$ cat src/rtl/framebuffer_reader.sv
// Raster-order framebuffer reader: sweeps every address, absorbs fixed RAM read
// latency and presents pixels with coordinates on a valid/ready stream.
module framebuffer_reader #(
  parameter int VERT_RESOLUTION  = 60,
  parameter int HORIZ_RESOLUTION = 80,
  parameter int READ_LATENCY     = 1,
  parameter int FIFO_DEPTH       = 4
) (
  input  logic                                  i_clk,
  input  logic                                  i_srst,
  input  logic                                  i_go,
  output logic                                  o_busy,
  output logic                                  o_done,
  output logic [$clog2(VERT_RESOLUTION)-1:0]    o_vert_read_addr,
  output logic [$clog2(HORIZ_RESOLUTION)-1:0]   o_horiz_read_addr,
  output logic                                  o_read_en,
  input  logic [3:0]                            i_red,
  input  logic [3:0]                            i_green,
  input  logic [3:0]                            i_blue,
  output logic                                  o_pixel_valid,
  input  logic                                  i_pixel_ready,
  output logic [$clog2(HORIZ_RESOLUTION)-1:0]   o_pixel_x,
  output logic [$clog2(VERT_RESOLUTION)-1:0]    o_pixel_y,
  output logic [3:0]                            o_red,
  output logic [3:0]                            o_green,
  output logic [3:0]                            o_blue,
  output logic                                  o_pixel_last
);

  localparam int XW = $clog2(HORIZ_RESOLUTION);
  localparam int YW = $clog2(VERT_RESOLUTION);
  localparam int FW = $clog2(FIFO_DEPTH);
  localparam int CW = $clog2(FIFO_DEPTH + READ_LATENCY) + 1;
  localparam logic [XW-1:0] X_MAX = XW'(HORIZ_RESOLUTION - 1);
  localparam logic [YW-1:0] Y_MAX = YW'(VERT_RESOLUTION - 1);

  typedef enum logic [2:0] {
    IDLE  = 3'b001,
    READ  = 3'b010,
    DRAIN = 3'b100
  } state_t;

  typedef struct packed {
    logic          last;
    logic [XW-1:0] x;
    logic [YW-1:0] y;
    logic [3:0]    red;
    logic [3:0]    green;
    logic [3:0]    blue;
  } pix_t;

  state_t        state, state_nxt;
  logic [XW-1:0] rd_x;
  logic [YW-1:0] rd_y;
  logic          read_en, done, last_popped;

  logic          vld_p  [READ_LATENCY];
  logic [XW-1:0] x_p    [READ_LATENCY];
  logic [YW-1:0] y_p    [READ_LATENCY];
  logic          last_p [READ_LATENCY];

  pix_t          fifo_mem [FIFO_DEPTH];
  logic [FW-1:0] wr_ptr, rd_ptr;
  logic [FW:0]   fifo_cnt;
  logic          push, pop, head_vld;
  pix_t          push_pix, head;
  logic [CW-1:0] inflight_cnt, credit_use;

  always_comb begin
    inflight_cnt = '0;
    for (int i = 0; i < READ_LATENCY; i++) inflight_cnt = inflight_cnt + CW'(vld_p[i]);
  end

  assign head_vld = (fifo_cnt != '0);
  assign pop      = head_vld & i_pixel_ready;
  assign push     = vld_p[READ_LATENCY-1];
  // A head leaving this cycle returns its slot to the credit pool immediately,
  // which is what keeps the stream at one pixel per cycle for longer latencies.
  assign credit_use = inflight_cnt + CW'(fifo_cnt) - CW'(pop);

  always_comb begin
    state_nxt = state;
    read_en   = 1'b0;
    done      = 1'b0;
    unique case (state)
      IDLE:  if (i_go) state_nxt = READ;
      READ: begin
        read_en = (credit_use < CW'(FIFO_DEPTH));
        if (read_en && rd_x == X_MAX && rd_y == Y_MAX) state_nxt = DRAIN;
      end
      DRAIN: begin
        if (last_popped && inflight_cnt == '0) begin
          done      = 1'b1;
          state_nxt = IDLE;
        end
      end
      default: state_nxt = IDLE;
    endcase
  end

  always_ff @(posedge i_clk) begin
    if (i_srst) state <= IDLE;
    else        state <= state_nxt;
  end

  // Counters stop on the final address; IDLE rewinds them for the next frame.
  always_ff @(posedge i_clk) begin
    if (i_srst || state == IDLE) begin
      rd_x <= '0;
      rd_y <= '0;
    end else if (read_en) begin
      if (rd_x != X_MAX) begin
        rd_x <= rd_x + 1'b1;
      end else if (rd_y != Y_MAX) begin
        rd_x <= '0;
        rd_y <= rd_y + 1'b1;
      end
    end
  end

  always_ff @(posedge i_clk) begin
    if (i_srst || state == IDLE) last_popped <= 1'b0;
    else if (pop && head.last)   last_popped <= 1'b1;
  end

  // Stage p0..p(L-1): read tags travel alongside the RAM access
  always_ff @(posedge i_clk) begin
    if (i_srst) begin
      for (int i = 0; i < READ_LATENCY; i++) vld_p[i] <= 1'b0;
    end else begin
      vld_p[0] <= read_en;
      for (int i = 1; i < READ_LATENCY; i++) vld_p[i] <= vld_p[i-1];
    end
  end

  always_ff @(posedge i_clk) begin
    x_p[0]    <= rd_x;
    y_p[0]    <= rd_y;
    last_p[0] <= (rd_x == X_MAX) && (rd_y == Y_MAX);
    for (int i = 1; i < READ_LATENCY; i++) begin
      x_p[i]    <= x_p[i-1];
      y_p[i]    <= y_p[i-1];
      last_p[i] <= last_p[i-1];
    end
  end

  always_comb begin
    push_pix       = '0;
    push_pix.last  = last_p[READ_LATENCY-1];
    push_pix.x     = x_p[READ_LATENCY-1];
    push_pix.y     = y_p[READ_LATENCY-1];
    push_pix.red   = i_red;
    push_pix.green = i_green;
    push_pix.blue  = i_blue;
  end

  // FIFO stage: returning pixels, first-word fall-through head
  always_ff @(posedge i_clk) begin
    if (i_srst) begin
      wr_ptr   <= '0;
      rd_ptr   <= '0;
      fifo_cnt <= '0;
    end else begin
      if (push) wr_ptr <= wr_ptr + 1'b1;
      if (pop)  rd_ptr <= rd_ptr + 1'b1;
      unique case ({push, pop})
        2'b10:   fifo_cnt <= fifo_cnt + 1'b1;
        2'b01:   fifo_cnt <= fifo_cnt - 1'b1;
        default: fifo_cnt <= fifo_cnt;
      endcase
    end
  end

  always_ff @(posedge i_clk) begin
    if (push) fifo_mem[wr_ptr] <= push_pix;
  end

  // Outputs read as zero whenever no pixel is held, including right after reset.
  assign head = head_vld ? fifo_mem[rd_ptr] : '0;

  assign o_busy            = (state != IDLE) && !done;
  assign o_done            = done;
  assign o_read_en         = read_en;
  assign o_horiz_read_addr = rd_x;
  assign o_vert_read_addr  = rd_y;
  assign o_pixel_valid     = head_vld;
  assign o_pixel_x         = head.x;
  assign o_pixel_y         = head.y;
  assign o_red             = head.red;
  assign o_green           = head.green;
  assign o_blue            = head.blue;
  assign o_pixel_last      = head.last;

endmodule

$ cat config.mk
export PLATFORM = sky130hd
export DESIGN_NAME = framebuffer_reader
export DESIGN_NICKNAME = d
export VERILOG_FILES = /design/src/rtl/framebuffer_reader.sv
export SDC_FILE = /design/constraint.sdc
export NUM_CORES = 1
export LEC_CHECK = 0
export ABC_AREA = 1
export CORE_UTILIZATION = 30
export CTS_BUF_LIST = sky130_fd_sc_hd__clkbuf_4
export CTS_CLUSTER_SIZE = 12
export DETAILED_ROUTE_END_ITERATION = 10
export PLACE_DENSITY_LB_ADDON = 0.25
export SETUP_SLACK_MARGIN = 0.05
export SLEW_MARGIN = 40
export SYNTH_ARGS = -nofsm -noshare
export SYNTH_HDL_FRONTEND = slang
export SYNTH_SLANG_ARGS = --single-unit
$ cat constraint.sdc
create_clock -name i_clk -period 4.9 [get_ports i_clk]
set_input_delay 0.98 -clock i_clk [delete_from_list [all_inputs] [get_ports i_clk]]
set_output_delay 0.98 -clock i_clk [all_outputs]
set_load 0.02 [all_outputs]
==> metrics.csv <==
stage;metric;value;unit
run_status;outcome;complete, no violations;
finish;final_core_util;37.4;%
hold_path;timing.hold.worst_endpoint;x_p[0][3];
placed_design;place_ws;0.504;ns
synthesis;synth-edff-count;104;
synthesis;ys_seq_area_share;68.0;%
floorplan;num_rows;50;
pwr;cellPowerDensity;517;nW/um^2
placed_design;place_area;6700;sq um
grt;gr-total-overflow;0;
worst_setup_path;cp-startpoint;i_pixel_ready;
finish;drive_gt1_share;9.48;%
timing;final.setup.tns;0;ns
synthesis;yosysMostFrequentCell;nor2_1;
clock_network;cts_hold_buffers;0;
synthesis;yosys_warnings;0;
synthesis;synth_common_cells;122 x nor2_1, 104 x edfxtp_1, 50 x a21oi_1;
synthesis;synth_area_leader_cell;edfxtp_1;
clock_network;insertion_delay;0.53;ns
flow_run;max_cap_violations;0;
detailed_routing;ant_nets;0;
floorplan;die_w;141;microns
detailed_routing;drt_iter0_markers;236;
detailed_routing;avgViaCountPerCell;4.45;
finish;nNetsFinal;624;
pwr;power.leakage;2.46;nW
hold_path;min_from;o_horiz_read_addr[3];
hold_path;hold_path_depth;0;
worst_setup_path;crit_chain;clkdlybuf4s50_1 -> nand2_4 -> nor2_1 -> inv_1 -> ha_1 -> nand2_1 -> inv_1 -> nand4_4 -> nand3_1 -> nand4_4 -> clkinv_1 -> clkdlybuf4s50_1;
worst_setup_path;reg2reg_to;o_horiz_read_addr[1];
clock_network;cts_root_buffer;clkbuf_4;
timing;slew_viol_final;0;
synthesis;synthTopCellsByArea;edfxtp_1 54%, dfxtp_1 14%, nor2_1 7.9%;
timing;fmax;0.228;GHz
grt;grt_pass1_wl;19.3;mm
clock_network;clock_sinks;145;
placed_design;gp_congestion;0.810;
clock_network;ctsResizeCount;0;
worst_setup_path;r2r-start;fifo_cnt[0];
synthesis;synthesis.area;5800;sq um
synthesis;ys_ff_latch;145;
floorplan;design.die.area;19900;sq um
synthesis;syn_inst;533;
synthesis;yosysTopAreaCellShare;53.8;%
worst_setup_path;worstSetupPathType;input port to primary output;
worst_setup_path;start_kind;input port;
floorplan;core_area;18800;sq um
floorplan;start_util;30.8;%
synthesis;async_flop_share;0;%
timing;grt_setup_unrepaired;false;
worst_setup_path;slowest_stage;clkdlybuf4s50_1;
grt;grt_max_degree;53;
timing;period_needed;4.39;ns
timing;whs;0.417;ns
worst_setup_path;cp.arrival;3.41;ns
worst_setup_path;path_delay_family;buffers and inverters;
worst_setup_path;reg2reg_setup_slack;2.56;ns
worst_setup_path;worstPathMaxFanout;5;
worst_setup_path;required;3.92;ns
detailed_routing;dr.pass1.iters;4;
clock_network;htree_levels;4;
clock_network;clockBufferDepth;2;
grt;antenna_found_initial;1;
placed_design;dpl.hpwl;7.65;mm
synthesis;synthFlopType;edfxtp_1;
timing;hold_viol;0;
synthesis;synth_fp_nets;558;
worst_setup_path;reg2regPathDepth;15;
finish;area_growth;21.5;%
detailed_routing;vias;3884;
finish;design_area;7050;sq um
timing;finalWorstSetupSlack;0.511;ns
synthesis;yosysUniqueCellTypes;28;
timing;max-slew-margin-rel;57.0;%
floorplan;io_pins;59;
grt;grt_pass1_vias;3861;
timing;finalClockSkew;0.0128;ns
floorplan;die_height;141;microns
synthesis;syn_area_per_cell;10.9;sq um
worst_setup_path;crit_buf_inv;5;
clock_network;clk_pin_slew;0.12;ns
timing;tightest_slew;0.644;ns
placed_design;port_buffers;58;
detailed_routing;post_drt_wl_per_cell;13.9;microns
worst_setup_path;worstSetupEndpointType;primary output;
detailed_routing;wl;12.1;mm
clock_network;post_cts_buffers;0;
hold_path;hold_class;register to register;
pwr;peakVddDrop;193;uV
timing;setup_violations;0;
clock_network;cts_tree;yes;
clock_network;cts_buffers;17;
grt;grt_usage;12.9;%
timing;period_share;89.6;%
worst_setup_path;slowest_delay;0.61;ns
detailed_routing;route.detailed.drc;0;
metrics by stage:
step	std cells	power [mW]
2_1_floorplan	533	2.26
3_3_place_gp	840	2.81
3_5_place_dp	840	2.82
4_1_cts	872	3.70
5_1_grt	873	3.86
6_report	873	3.64
cell type report:
cell class	count	area (sq um)
Antenna cell	1	2.50
Clock inverter	14	210
Clock buffer	18	135
Fill cell	1844	11800
Timing Repair Buffer	67	648
Multi-Input combinational cell	327	1630
Tap cell	260	325
Sequential cell	145	3950
Inverter	41	154
registers in the layout (all words and copies together), names as in the netlist, named ones only:
name / cells
vld_p: 1
y_p: 6
fifo_cnt: 3
o_horiz_read_addr: 7
state: 3
last_p: 1
x_p: 7
rd_ptr: 2
wr_ptr: 2
fifo_mem: 104
o_vert_read_addr: 6
last_popped: 1
per-layer routing:
layer / track usage (%) / share of wire [%] / vias up
met5: 0 / 0 / -
met4: 5.66 / 1.7 / 0
met3: 3.91 / 4.5 / 14
met2: 21.1 / 48 / 81
met1: 15.7 / 46 / 1828
li1: - / - / 1961
cell families after synthesis:
family	share of synthesized area, %
simple gates	15.7
compound gates	9.73
xor+xnor	0.604
fa+ha+maj	2.07
flops	68.0
buf+inv	3.97
cell usage in the layout, fill, tap and decap left out, drive strengths merged:
cell type,n
nor2,127
edfxtp,104
o21ai,61
clkdlybuf4s50,58
a21oi,50
nand2,48
dfxtp,41
inv,40
clkbuf,18
nand3,11
buf,9
nand4,9
ha,8
clkinv,8
nor3,6
bufinv,5
xor2,3
clkinvlp,2
diode,1
nor4,1
a221oi,1
xnor2,1
fa,1
how the worst max path moves through the flow:
stage,end,slack [ns],depth (start not counted)
final,o_read_en,0.51,12
after global routing,o_read_en,0.30,12
after CTS,o_read_en,0.49,12
after detailed placement,o_read_en,0.50,12
after global placement,o_read_en,0.53,12
after floorplan,o_read_en,1.74,11
where the power goes:
| part | switching (mW) | leakage (nW) | internal, mW |
|---|---|---|---|
| Sequential | 0.0346 | 1.25 | 1.35 |
| Clock | 0.408 | 0.178 | 0.461 |
| Combinational | 0.863 | 1.03 | 0.526 |
(Power assumes the default switching activity.)
